### src/rtl/router_port_scheduler_if.sv
// router_port_scheduler_if: request/size/ack bundle between router and scheduler.
// Ports: master = scheduler side, slave = router/downstream side.
interface router_port_scheduler_if #(
  parameter int NUM_PORTS = 5
);
  logic [NUM_PORTS-1:0]   req;
  logic [3*NUM_PORTS-1:0] req_size;
  logic [2:0]             capacity_in;
  logic                   ack_valid;
  logic                   ack_ok;
  logic [NUM_PORTS-1:0]   grant;
  logic [2:0]             sel;
  logic [NUM_PORTS-1:0]   pop;
  logic                   load_en;
  logic                   write_out;
  logic [2:0]             flit_idx;
  logic                   done;
  logic                   drop;
  logic                   busy;

  modport master (
    input  req, req_size, capacity_in,
    input  ack_valid, ack_ok,
    output grant, sel, pop, load_en,
    output write_out, flit_idx,
    output done, drop, busy
  );

  modport slave (
    output req, req_size, capacity_in,
    output ack_valid, ack_ok,
    input  grant, sel, pop, load_en,
    input  write_out, flit_idx,
    input  done, drop, busy
  );
endinterface

### src/rtl/router_port_scheduler.sv
// router_port_scheduler: round-robin output-port scheduler with ack/replay.
// Ports: clock, reset_n (sync, active-low), bus (router_port_scheduler_if.master).
// Optional macro SCHED_TIMEOUT_EN: implicit nack after ACK_TIMEOUT WAIT_ACK cycles.
module router_port_scheduler #(
  parameter int NUM_PORTS   = 5,
  parameter int MAX_RETRY   = 3,
  parameter int ACK_TIMEOUT = 15
) (
  input  logic                   clock,
  input  logic                   reset_n,
  router_port_scheduler_if.master bus
);
  localparam int RW = $clog2(MAX_RETRY + 1);

  typedef enum logic [1:0] {
    S_IDLE,
    S_LOAD,
    S_SEND,
    S_WAIT
  } state_t;

  state_t               r_state;
  logic [NUM_PORTS-1:0] r_grant;
  logic [2:0]           r_sel;
  logic [2:0]           r_size;
  logic [2:0]           r_flit;
  logic [2:0]           r_rr;
  logic [RW-1:0]        r_retry;
  logic                 r_done;
  logic                 r_drop;

  logic [NUM_PORTS-1:0] w_elig;
  logic                 w_found;
  logic [2:0]           w_win;
  logic [2:0]           w_win_size;
  logic [3:0]           w_sum;
  logic                 w_last;
  logic                 w_ack;
  logic                 w_nack;

  // A size field of zero still carries one flit.
  function automatic logic [2:0] eff_size(
    input logic [2:0] s
  );
    return (s == 3'd0) ? 3'd1 : s;
  endfunction

  always_comb begin
    w_elig = '0;
    for (int i = 0; i < NUM_PORTS; i++) begin
      w_elig[i] = bus.req[i] &&
        (eff_size(bus.req_size[3*i +: 3])
         <= bus.capacity_in);
    end
  end

  // Rotating search: first eligible buffer at or after r_rr.
  always_comb begin
    w_found = 1'b0;
    w_win   = '0;
    w_sum   = '0;
    for (int k = 0; k < NUM_PORTS; k++) begin
      w_sum = {1'b0, r_rr} + 4'(k);
      if (w_sum >= 4'(NUM_PORTS))
        w_sum = w_sum - 4'(NUM_PORTS);
      for (int i = 0; i < NUM_PORTS; i++) begin
        if (!w_found && w_sum == 4'(i) &&
            w_elig[i]) begin
          w_found = 1'b1;
          w_win   = 3'(i);
        end
      end
    end
  end

  always_comb begin
    w_win_size = 3'd1;
    for (int i = 0; i < NUM_PORTS; i++) begin
      if (w_win == 3'(i))
        w_win_size = eff_size(bus.req_size[3*i +: 3]);
    end
  end

  assign w_last = (r_flit == r_size - 3'd1);
  assign w_ack  = bus.ack_valid && bus.ack_ok;

`ifdef SCHED_TIMEOUT_EN
  localparam int TW = $clog2(ACK_TIMEOUT + 1);

  logic [TW-1:0] r_to;
  logic          w_expire;

  // Held at zero outside WAIT_ACK, so every entry starts a fresh count.
  always_ff @(posedge clock) begin
    if (!reset_n || r_state != S_WAIT)
      r_to <= '0;
    else
      r_to <= r_to + 1'b1;
  end

  // A real ack/nack in the expiry cycle takes precedence.
  assign w_expire = (r_to == TW'(ACK_TIMEOUT - 1));
  assign w_nack   = bus.ack_valid ? !bus.ack_ok
                                  : w_expire;
`else
  assign w_nack = bus.ack_valid && !bus.ack_ok;
`endif

  always_ff @(posedge clock) begin
    if (!reset_n) begin
      r_state <= S_IDLE;
      r_grant <= '0;
      r_sel   <= '0;
      r_size  <= '0;
      r_flit  <= '0;
      r_rr    <= '0;
      r_retry <= '0;
      r_done  <= 1'b0;
      r_drop  <= 1'b0;
    end else begin
      r_done <= 1'b0;
      r_drop <= 1'b0;
      unique case (r_state)
        S_IDLE: begin
          if (w_found) begin
            r_state <= S_LOAD;
            r_grant <= NUM_PORTS'(1) << w_win;
            r_sel   <= w_win;
            r_size  <= w_win_size;
            r_flit  <= '0;
            r_rr    <= (w_win == 3'(NUM_PORTS - 1))
                       ? 3'd0 : w_win + 3'd1;
          end
        end
        S_LOAD: begin
          if (w_last) begin
            r_flit  <= '0;
            r_state <= S_SEND;
          end else begin
            r_flit <= r_flit + 3'd1;
          end
        end
        S_SEND: begin
          if (w_last)
            r_state <= S_WAIT;
          else
            r_flit <= r_flit + 3'd1;
        end
        S_WAIT: begin
          if (w_ack) begin
            r_done  <= 1'b1;
            r_retry <= '0;
            r_grant <= '0;
            r_state <= S_IDLE;
          end else if (w_nack) begin
            if (r_retry < RW'(MAX_RETRY)) begin
              r_retry <= r_retry + 1'b1;
              r_flit  <= '0;
              r_state <= S_SEND;
            end else begin
              r_drop  <= 1'b1;
              r_retry <= '0;
              r_grant <= '0;
              r_state <= S_IDLE;
            end
          end
        end
      endcase
    end
  end

  assign bus.grant     = r_grant;
  assign bus.sel       = r_sel;
  assign bus.pop       = (r_state == S_LOAD) ? r_grant : '0;
  assign bus.load_en   = (r_state == S_LOAD);
  assign bus.write_out = (r_state == S_SEND);
  assign bus.flit_idx  = r_flit;
  assign bus.done      = r_done;
  assign bus.drop      = r_drop;
  assign bus.busy      = (r_state != S_IDLE);
endmodule

### src/flat_wrapper.sv
// flat-port wrapper written by rule: the top's interface ports become plain ports
module router_port_scheduler_flat 
#(
  parameter int NUM_PORTS   = 5,
  parameter int MAX_RETRY   = 3,
  parameter int ACK_TIMEOUT = 15
)
  (clock, reset_n, bus_req, bus_req_size, bus_capacity_in, bus_ack_valid, bus_ack_ok, bus_grant, bus_sel, bus_pop, bus_load_en, bus_write_out, bus_flit_idx, bus_done, bus_drop, bus_busy);
  router_port_scheduler_if #(.NUM_PORTS(NUM_PORTS)) bus_i ();
  input  logic clock;
  input  logic reset_n;
  input wire logic [$bits(bus_i.req)-1:0] bus_req;
  input wire logic [$bits(bus_i.req_size)-1:0] bus_req_size;
  input wire logic [$bits(bus_i.capacity_in)-1:0] bus_capacity_in;
  input wire logic [$bits(bus_i.ack_valid)-1:0] bus_ack_valid;
  input wire logic [$bits(bus_i.ack_ok)-1:0] bus_ack_ok;
  output wire logic [$bits(bus_i.grant)-1:0] bus_grant;
  output wire logic [$bits(bus_i.sel)-1:0] bus_sel;
  output wire logic [$bits(bus_i.pop)-1:0] bus_pop;
  output wire logic [$bits(bus_i.load_en)-1:0] bus_load_en;
  output wire logic [$bits(bus_i.write_out)-1:0] bus_write_out;
  output wire logic [$bits(bus_i.flit_idx)-1:0] bus_flit_idx;
  output wire logic [$bits(bus_i.done)-1:0] bus_done;
  output wire logic [$bits(bus_i.drop)-1:0] bus_drop;
  output wire logic [$bits(bus_i.busy)-1:0] bus_busy;
  assign bus_i.req = bus_req;
  assign bus_i.req_size = bus_req_size;
  assign bus_i.capacity_in = bus_capacity_in;
  assign bus_i.ack_valid = bus_ack_valid;
  assign bus_i.ack_ok = bus_ack_ok;
  assign bus_grant = bus_i.grant;
  assign bus_sel = bus_i.sel;
  assign bus_pop = bus_i.pop;
  assign bus_load_en = bus_i.load_en;
  assign bus_write_out = bus_i.write_out;
  assign bus_flit_idx = bus_i.flit_idx;
  assign bus_done = bus_i.done;
  assign bus_drop = bus_i.drop;
  assign bus_busy = bus_i.busy;
  router_port_scheduler #(.NUM_PORTS(NUM_PORTS), .MAX_RETRY(MAX_RETRY), .ACK_TIMEOUT(ACK_TIMEOUT)) u_core (.clock(clock), .reset_n(reset_n), .bus(bus_i));
endmodule
### config.mk
export PLATFORM = sky130hd
export DESIGN_NAME = router_port_scheduler_flat
export DESIGN_NICKNAME = d
export VERILOG_FILES = /design/src/rtl/router_port_scheduler_if.sv /design/src/rtl/router_port_scheduler.sv /design/src/flat_wrapper.sv
export SDC_FILE = /design/constraint.sdc
export NUM_CORES = 1
export LEC_CHECK = 0
export BUFFER_PORTS_ARGS = -buffer_cell sky130_fd_sc_hd__buf_2
export CORE_MARGIN = 2
export CORE_UTILIZATION = 45
export DETAILED_ROUTE_END_ITERATION = 16
export PLACE_DENSITY = 0.65
export SYNTH_ARGS = -nofsm -noshare
export SYNTH_HDL_FRONTEND = slang
export SYNTH_SLANG_ARGS = --single-unit
### constraint.sdc
create_clock -name clock -period 4.8 [get_ports clock]
set_input_delay 0.48 -clock clock [delete_from_list [all_inputs] [get_ports clock]]
set_output_delay 0.48 -clock clock [all_outputs]
set_load 0.03 [all_outputs]
==> run summary, run 1 <==
The run finished with clean final reports. The final-report max-slew violation count was 0. The post-detailed-routing wire length is 8550 um.

After clock tree synthesis, the setup repair step added 0 buffers. The final RePlAce weighted congestion is 0.919. The power density of the placed cells came out at 716 mW/mm2. For the pin with the worst max-slew slack, the measured transition is 0.787 ns. The fraction of final layout cells sized beyond drive strength 1 is 18.4%. The analysis attributes to cell leakage a power of 1.62 nW. The clock arrives with 0.00180 ns of skew. The die boundary width is 87.4 um. The fill cell instance count of the final layout came out at 671. The clock drives 23 sinks.

The global-route wire length before repair came out at 14200 um. The top-level I/O count is 48. In this run, flip-flops and latches consume 11.4% of the power. The headroom to the max-slew limit is 47.6%. The sequential area share after synthesis came out at 14.7%. Synthesis produced a netlist with a net count of 474. The via count of the first global-routing pass came out at 2975. The number of buffers inserted for hold repair after clock tree synthesis is 0. The final critical-path required period came out at 4.37 ns. The placement-stage worst setup slack came out at 0.508 ns.

Setup repair after global routing left no endpoint under its margin. The warning count from the yosys run is 0. The total of flip-flops plus latches after synthesis is 23.

The total number of vias came out at 3183. The total number of H-tree levels is 1. The clock-pin slew of the registers on the worst-case setup and hold paths is 0.09 ns. In this run the core area contains 30 standard-cell rows. The antenna violation net count after detailed routing is 0. Of the available clock period, the critical path in the final layout requires 91.1%.

TritonCTS built the clock tree. The initial utilization of the core area, before any placement, comes to 46.4%. The category of the worst setup path launch point is a flip-flop. Net switching is 53.6% of the power. The average wire per cell in the routed design is 16.1 um.

The number of antenna violations at the first check in global routing came to 0. The ratio of routed vias to standard cells came out at 5.99. The antenna diode count is 0. The number of failing hold endpoints at the final stage is 0. The number of distinct library cell variants in the gate-level netlist after synthesis came out at 76. The arrival time of the worst setup path came out at 4.54 ns. The number of remaining DRC errors came out at 0. The die outline area is 0.00765 mm2. The number of nets in the finished design is 518. The number of DRC markers after the initial detailed-route iteration came out at 254. Max-cap violations in this run came to 0.

The share of total power in the clock network is 5.0%. The first-pass iteration count of the detailed router came out at 5. In this run the deepest clock path goes through 2 buffers. In this run the worst path has a maximum fanout of 19. Across all setup checks in the final design, the least slack found is 0.426 ns. STA classifies the critical path endpoint as a flip-flop. Buffers inserted during clock tree synthesis total 3. The data required time at the worst endpoint came out at 4.97 ns. The highest clock frequency the design can meet is 229 MHz.

The post-synthesis async set-or-reset flop share is 0%. The post-cts repair resize count is 0. Clock tree synthesis selected as its root buffer the cell sky130_fd_sc_hd__clkbuf_8. In the synthesized netlist, the number of instances is 408. The setup TNS is 0 ns. Summed over all nets, the switching power comes to 1.35 mW.

The most used flip-flop cell after synthesis is sky130_fd_sc_hd__dfxtp_1. The maximum number of pins on one net before global-route repair came out at 27. Clock latency on the worst-skew pair, taken at its later pin, is 0.27 ns. Of the total power, combinational logic draws 83.6%.

The die height came out at 87.4 um. The count of port buffers added during placement is 47. The number of setup violations in the final report came out at 0. The worst setup path is of the flip-flop to flip-flop kind. The area growth from synthesis to layout is 11.9%. The cell area that synthesis handed to floorplanning was 0.00313 mm2. After global routing the overflow that remains totals 0. The internal power of the cells totals 1.17 mW. The average footprint of a synthesized cell is 7.68 um2. The overall power of the completed layout came out at 2.51 mW. The placeable core region came out at 0.00676 mm2. The worst IR drop on VDD came out at 379 uV.

The total global-route track usage came out at 23.0%. In this run, synthesis inferred 0 flip-flops with an integrated enable. The min-delay analysis places its worst path in the category input port to flip-flop. The wire-length estimate of the detail-placed layout is 6870 um.
-- final cells by class --
class / instances / area [um2] / share of cell area, %
multi-input cells: 343 / 2490 / 71.0
flip-flops and latches: 23 / 460 / 13.1
repair buffers: 59 / 325 / 9.28
well taps: 80 / 100 / 2.85
inverters: 22 / 82.6 / 2.35
clock buffers: 3 / 41.3 / 1.18
clock inverters: 1 / 7.51 / 0.214
-- kinds of logic after synthesis --
family	synth area share [%]
and+or+nand+nor	30.8
xor gates and xnor gates	3.08
muxes	2.64
adders and majority gates	15.8
buffers and inverters	6.03
AOI/OAI and AO/OA	27.0
DFF	14.7
-- synth_stat cells (6+ instances only) --
library cell,number,area [um2]
sky130_fd_sc_hd__clkbuf_1,9,33.8
sky130_fd_sc_hd__inv_1,21,78.8
sky130_fd_sc_hd__nor2_1,36,135
sky130_fd_sc_hd__nand2_1,27,101
sky130_fd_sc_hd__xnor2_1,9,78.8
sky130_fd_sc_hd__o22ai_1,6,37.5
sky130_fd_sc_hd__and3_1,6,37.5
sky130_fd_sc_hd__o21ai_0,15,75.1
sky130_fd_sc_hd__a21oi_1,25,125
sky130_fd_sc_hd__and2_1,10,62.6
sky130_fd_sc_hd__dfxtp_1,23,460
sky130_fd_sc_hd__nand2b_1,8,50.1
sky130_fd_sc_hd__mux2i_1,6,60.1
sky130_fd_sc_hd__nor3_1,13,65.1
sky130_fd_sc_hd__nand3_1,10,50.1
sky130_fd_sc_hd__nor2b_1,17,106
sky130_fd_sc_hd__ha_1,38,475
sky130_fd_sc_hd__buf_2,7,35.0
-- cell usage in the layout, fill, tap and decap left out, types with 4 or more instances in the layout --
master,n
sky130_fd_sc_hd__a211oi_1,4
sky130_fd_sc_hd__a21o_1,5
sky130_fd_sc_hd__a21oi_1,25
sky130_fd_sc_hd__a31oi_1,5
sky130_fd_sc_hd__and2_1,10
sky130_fd_sc_hd__and3_1,6
sky130_fd_sc_hd__buf_2,47
sky130_fd_sc_hd__buf_4,12
sky130_fd_sc_hd__dfxtp_1,23
sky130_fd_sc_hd__ha_1,38
sky130_fd_sc_hd__inv_1,21
sky130_fd_sc_hd__mux2i_1,6
sky130_fd_sc_hd__nand2_1,27
sky130_fd_sc_hd__nand2b_1,8
sky130_fd_sc_hd__nand3_1,10
sky130_fd_sc_hd__nand4_1,4
sky130_fd_sc_hd__nor2_1,36
sky130_fd_sc_hd__nor2b_1,17
sky130_fd_sc_hd__nor3_1,13
sky130_fd_sc_hd__o211ai_1,4
sky130_fd_sc_hd__o21a_1,4
sky130_fd_sc_hd__o21ai_0,15
sky130_fd_sc_hd__o221ai_1,5
sky130_fd_sc_hd__o22a_1,4
sky130_fd_sc_hd__o22ai_1,6
sky130_fd_sc_hd__or2_2,4
sky130_fd_sc_hd__or3_1,4
sky130_fd_sc_hd__xnor2_1,9
-- critical path: stages (launching register included) --
cell,delay (ns)
sky130_fd_sc_hd__dfxtp_1,0.46
sky130_fd_sc_hd__ha_1,0.67
sky130_fd_sc_hd__and4b_1,0.27
sky130_fd_sc_hd__nor3_1,0.32
sky130_fd_sc_hd__or4b_4,0.21
sky130_fd_sc_hd__a21boi_1,0.20
sky130_fd_sc_hd__nor4bb_4,0.43
sky130_fd_sc_hd__a21oi_1,0.14
sky130_fd_sc_hd__o211ai_1,0.27
sky130_fd_sc_hd__a211oi_1,0.08
sky130_fd_sc_hd__buf_4,0.16
sky130_fd_sc_hd__ha_1,0.25
sky130_fd_sc_hd__nand3b_1,0.18
sky130_fd_sc_hd__a21oi_1,0.15
sky130_fd_sc_hd__a21oi_1,0.05
sky130_fd_sc_hd__nor2_1,0.09
sky130_fd_sc_hd__and3_1,0.16
sky130_fd_sc_hd__o21bai_1,0.06
sky130_fd_sc_hd__o2bb2ai_1,0.11
-- power by group through the flow --
stage | logic (mW) | clock network [mW] | registers, mW
5_1_grt | 2.33 | 0.138 | 0.294
3_3_place_gp | 2.05 | 0 | 0.289
2_1_floorplan | 1.52 | 0 | 0.323
4_1_cts | 2.07 | 0.128 | 0.286
6_report | 2.10 | 0.125 | 0.286
3_5_place_dp | 2.06 | 0 | 0.289
-- state kept, by name (all words and copies together) (netlist names) --
signal and count:
u_core.r_retry 2, u_core.bus.grant 5, u_core.bus.drop 1, u_core.r_rr 3, u_core.r_size 3, u_core.bus.sel 3
u_core.bus.done 1, u_core.r_state 2, u_core.bus.flit_idx 3
-- path summary, 6_finish.rpt --
check | to | start | slack, ns | cells past startpoint
worst max-delay path | u_core.r_size[0] | u_core.r_rr[2] | 0.43 | 18
worst min-delay path | u_core.bus.drop | bus_ack_ok | 0.44 | 2
worst max register to register | u_core.r_size[0] | u_core.r_rr[2] | 0.43 | 18
worst min register to register | u_core.r_size[0] | u_core.r_size[0] | 0.52 | 2
-- metal layers --
metal / global-route usage, % / share of wire, % / up-vias / routed length, um
met1: 31.1 / 46 / 1463 / 3900
met5: 0 / 0 / - / 0
met2: 36.6 / 46 / 103 / 3970
met4: 8.11 / 2.7 / 0 / 228
li1: - / - / 1599 / -
met3: 3.98 / 5.3 / 18 / 449
-- through the flow --
stage | std cells | area [um2] | hold slack [ns] | util, %
global route | 531 | 3510 | 0.437 | 51.9
global placement | 527 | 3450 | 0.488 | 51.1
CTS | 531 | 3500 | 0.437 | 51.8
detailed placement | 527 | 3450 | 0.497 | 51.1
finish | 531 | 3510 | 0.437 | 51.9
floorplan | 408 | 3130 | 0.467 | -
Power figures use the tool's default switching activity.
==> inputs of run 2 (changes only) <==
Settings changed: ABC_AREA from default to 1.
==> run 2 against run 1 <==
Against the previous run:
- routed wire length is 14% lower
- sequential power is essentially flat
- non-clock buffer count is 8 lower
- critical endpoint unchanged
- clock skew barely moved
- largest power group unchanged
==> run summary, run 2 <==
IR analysis of the VDD net gives a maximum drop of 467 uV. The via count of the first global-routing pass is 2904. At the worst endpoint, the arrival time is 4.49 ns. The clock sink total is 23. Yosys instantiated no cell more often than sky130_fd_sc_hd__nand2_1. The path depth of the worst reg2reg path is 33. The final critical-path required period came out at 4.35 ns. The cell repeated most along the worst path is sky130_fd_sc_hd__nand2_1. The TritonCTS clock tree is yes. The nature of the critical path endpoint is a flip-flop.

The synthesized design spends more area on one cell type than any other, namely sky130_fd_sc_hd__ha_1. The count of nets left with antenna violations once routing finished came out at 0. The setup TNS is 0 ns. The total global-route track usage came out at 20.9%.

The cell area after technology mapping is 0.00294 mm2. The number of DRC markers after the initial detailed-route iteration is 166. The worst hold slack across all endpoints came out at 0.459 ns. The run finished with clean final reports. The fill cell instance count of the final layout came out at 657. In this run the core area contains 29 standard-cell rows. The share of total power in the clock network came out at 5.1%. The number of clock buffers added by TritonCTS is 3.

The die is 84.8 um wide. The die is 84.8 um tall. The tool flagged a number of max-cap violations equal to 0. The final clock period utilization by the worst path came out at 90.6%. The number of buffers and inverters on the critical path is 7. The total overflow reported by the global router is 0. The commonest cells after synthesis are sky130_fd_sc_hd__nand2_1 (101), sky130_fd_sc_hd__inv_1 (73), sky130_fd_sc_hd__nor2_1 (43).

The number of buffers inserted for hold repair after clock tree synthesis is 0. The highest clock frequency the design can meet came out at 230 MHz. The utilization after layout is 52.3%. Of all nets on the critical path, the largest fanout is 7. The depth of the worst hold-timing path came out at 2.

The number of flip-flops under the largest register name is 5. The fraction of final layout cells sized beyond drive strength 1 came out at 17.4%. The global-route wire length before repair came out at 12700 um. The average footprint of a synthesized cell is 6.22 um2.

Yosys mapped the design onto 40 distinct sky130hd cell types. The share of the Yosys chip area taken by registers is 15.7%. The ratio of routed vias to standard cells came out at 5.22.

The data required time at the worst endpoint came out at 4.94 ns. The warning count from the yosys run is 0. The antenna diode count is 0. The tree is rooted in a sky130_fd_sc_hd__clkbuf_8. The worst pin sits at a relative slew slack of 59.6%. The sequential cell fraction of total power is 11.8%.

The post-detailed-routing wire length is 7350 um. The primary flip-flop cell chosen by synthesis mapping is sky130_fd_sc_hd__dfxtp_1. The region available for standard cell placement spans 0.00635 mm2. In the layout the commonest cells are sky130_fd_sc_hd__nand2_1 (101), sky130_fd_sc_hd__inv_1 (72), sky130_fd_sc_hd__buf_2 (47).

The power density of the placed cells came out at 726 mW/mm2. The total number of H-tree levels is 1. The total of flip-flops plus latches after synthesis came out at 23. The final RePlAce weighted congestion is 0.873. The delay of the slowest critical-path stage is 0.47 ns.

The classification of the worst setup path is flip-flop to flip-flop. The number of gates on the worst path with buffers counted is 33. When the netlist entered floorplanning its net count stood at 539. Sorting the synthesized cells by area gives the leading types as sky130_fd_sc_hd__ha_1 (16%), sky130_fd_sc_hd__dfxtp_1 (16%), sky130_fd_sc_hd__nand2_1 (13%). The synthesis-to-finish area growth is 13.0%.

The total number of vias came out at 3093. Among cell families on the critical path, the largest total delay comes from simple AND/OR/NAND/NOR gates. The number of antenna violations at the first check in global routing was 0. The post-synthesis cell count is 473.

The most common library cell in the layout ignoring fill and taps is sky130_fd_sc_hd__nand2_1. The top-area cell type share of the netlist area is 16.2%. The number of nets in the finished design came out at 583. The top-level I/O count came out at 48. On the final layout, the worst clock skew is 0.00189 ns. The clock insertion delay at the later pin of the skew report is 0.27 ns.

The category of the worst setup path launch point is a flip-flop. The net load switching power came out at 1.44 mW. The starting utilization of the core area came out at 46.3%.

The clock-pin slew of the registers on the worst-case setup and hold paths is 0.08 ns. Port buffering added 47 buffers. In the routed design, unresolved DRC markers number 0. The share of total power in combinational logic came out at 83.2%. The cell internal power dissipation came out at 0.977 mW. Setup repair after global routing left no endpoint under its margin.

The number of synthesized flops with an enable pin came out at 0. The die outline area is 0.00720 mm2. Net switching is 59.5% of the power. The number of failing hold endpoints at the final stage is 0. The first detailed-routing pass ran for 4 iterations. Before CTS, the worst setup slack after placement is 0.286 ns. The final-report max-slew violation count came out at 0. The average wire per cell in the routed design is 12.4 um.

Setup violations remaining at the end of the flow were counted as 0. The largest buffer count on any clock path is 2. The multi-input logic area came out at 0.00215 mm2. For this design, the slowest cell found on the critical path is sky130_fd_sc_hd__fa_1. After layout, the design draws a total of 2.41 mW.

The static leakage came out at 1.78 nW. The maximum number of pins on one net before global-route repair came out at 17. In this run the worst hold path is classified as input port to flip-flop.

At the pin with the least slew margin, the transition time is 0.600 ns. Of all flip-flops after synthesis, the portion carrying an async set or reset was 0%. The sequential standard cell area came out at 464 um2. The HPWL after detailed placement came out at 6160 um. The final worst-path setup slack is 0.451 ns.
==> run 2: cell count changes in the layout (fill, tap and decap cells not counted), sizes merged, moves of 8 or more <==
cell	previous run	this run
a21oi	27	35
nand2	27	108
nand4	4	23
nand3	10	40
nor2	36	51
nor2b	17	0
nand2b	8	0
inv	22	77
o21ai	16	27
buf	59	51
and2	10	0
==> run 2: area by class of cell <==
cell class | count | area share (%)
clock buffer | 4 | 1.36
tap | 77 | 2.90
inverter | 78 | 9.00
timing repair buffer | 51 | 7.98
multi-input combinational | 360 | 64.8
sequential | 23 | 14.0
==> run 2: power groups by stage <==
stage / clock [mW] / sequential [mW] / combinational [mW]
after floorplan: 0 / 0.326 / 1.51
after global placement: 0 / 0.285 / 1.95
after detailed placement: 0 / 0.285 / 1.96
after CTS: 0.123 / 0.281 / 1.96
after global routing: 0.132 / 0.292 / 2.30
final: 0.122 / 0.284 / 2.01
==> run 2: per-stage QoR <==
step	cell area, um2	cells
3_3_place_gp	3240	588
3_5_place_dp	3240	588
5_1_grt	3320	593
4_1_cts	3280	592
2_1_floorplan	2940	473
6_report	3320	593
==> run 2: cells by family after synthesis <==
logic type | synth area share [%]
and+or+nand+nor | 38.3
buffers and inverters | 12.0
AOI/OAI and AO/OA | 14.2
adders and majority gates | 16.9
DFF | 15.7
xor gates and xnor gates | 2.98
==> run 2: final timing paths <==
kind                                             to  slack (ns)                 from
worst min register to register  u_core.bus.grant[2]        0.48  u_core.bus.grant[2]
worst max register to register     u_core.r_size[0]        0.45       u_core.r_rr[0]
worst max-delay path               u_core.r_size[0]        0.45       u_core.r_rr[0]
worst min-delay path              u_core.r_retry[0]        0.46        bus_ack_valid
==> run 2: metal layers <==
metal,GRT usage [%],vias to the layer above,routed length (um)
met3,2.24,14,253
met2,35.0,68,3230
li1,-,1647,-
met5,0,-,0
met1,29.1,1364,3740
met4,4.76,0,132
==> run 2: timing repair <==
item,4_1_cts,5_1_grt
endpoints found under the setup margin,0,6
gates resized for setup,0,9
buffers inserted,0,1
==> run 2: worst reg2reg max path: cells and delay by family, from the launching register on <==
family / cells / cell delay, ns
buf+inv: 7 / 0.59
simple gates: 20 / 1.91
compound gates: 3 / 0.48
flops: 1 / 0.31
fa+ha+maj: 3 / 0.91
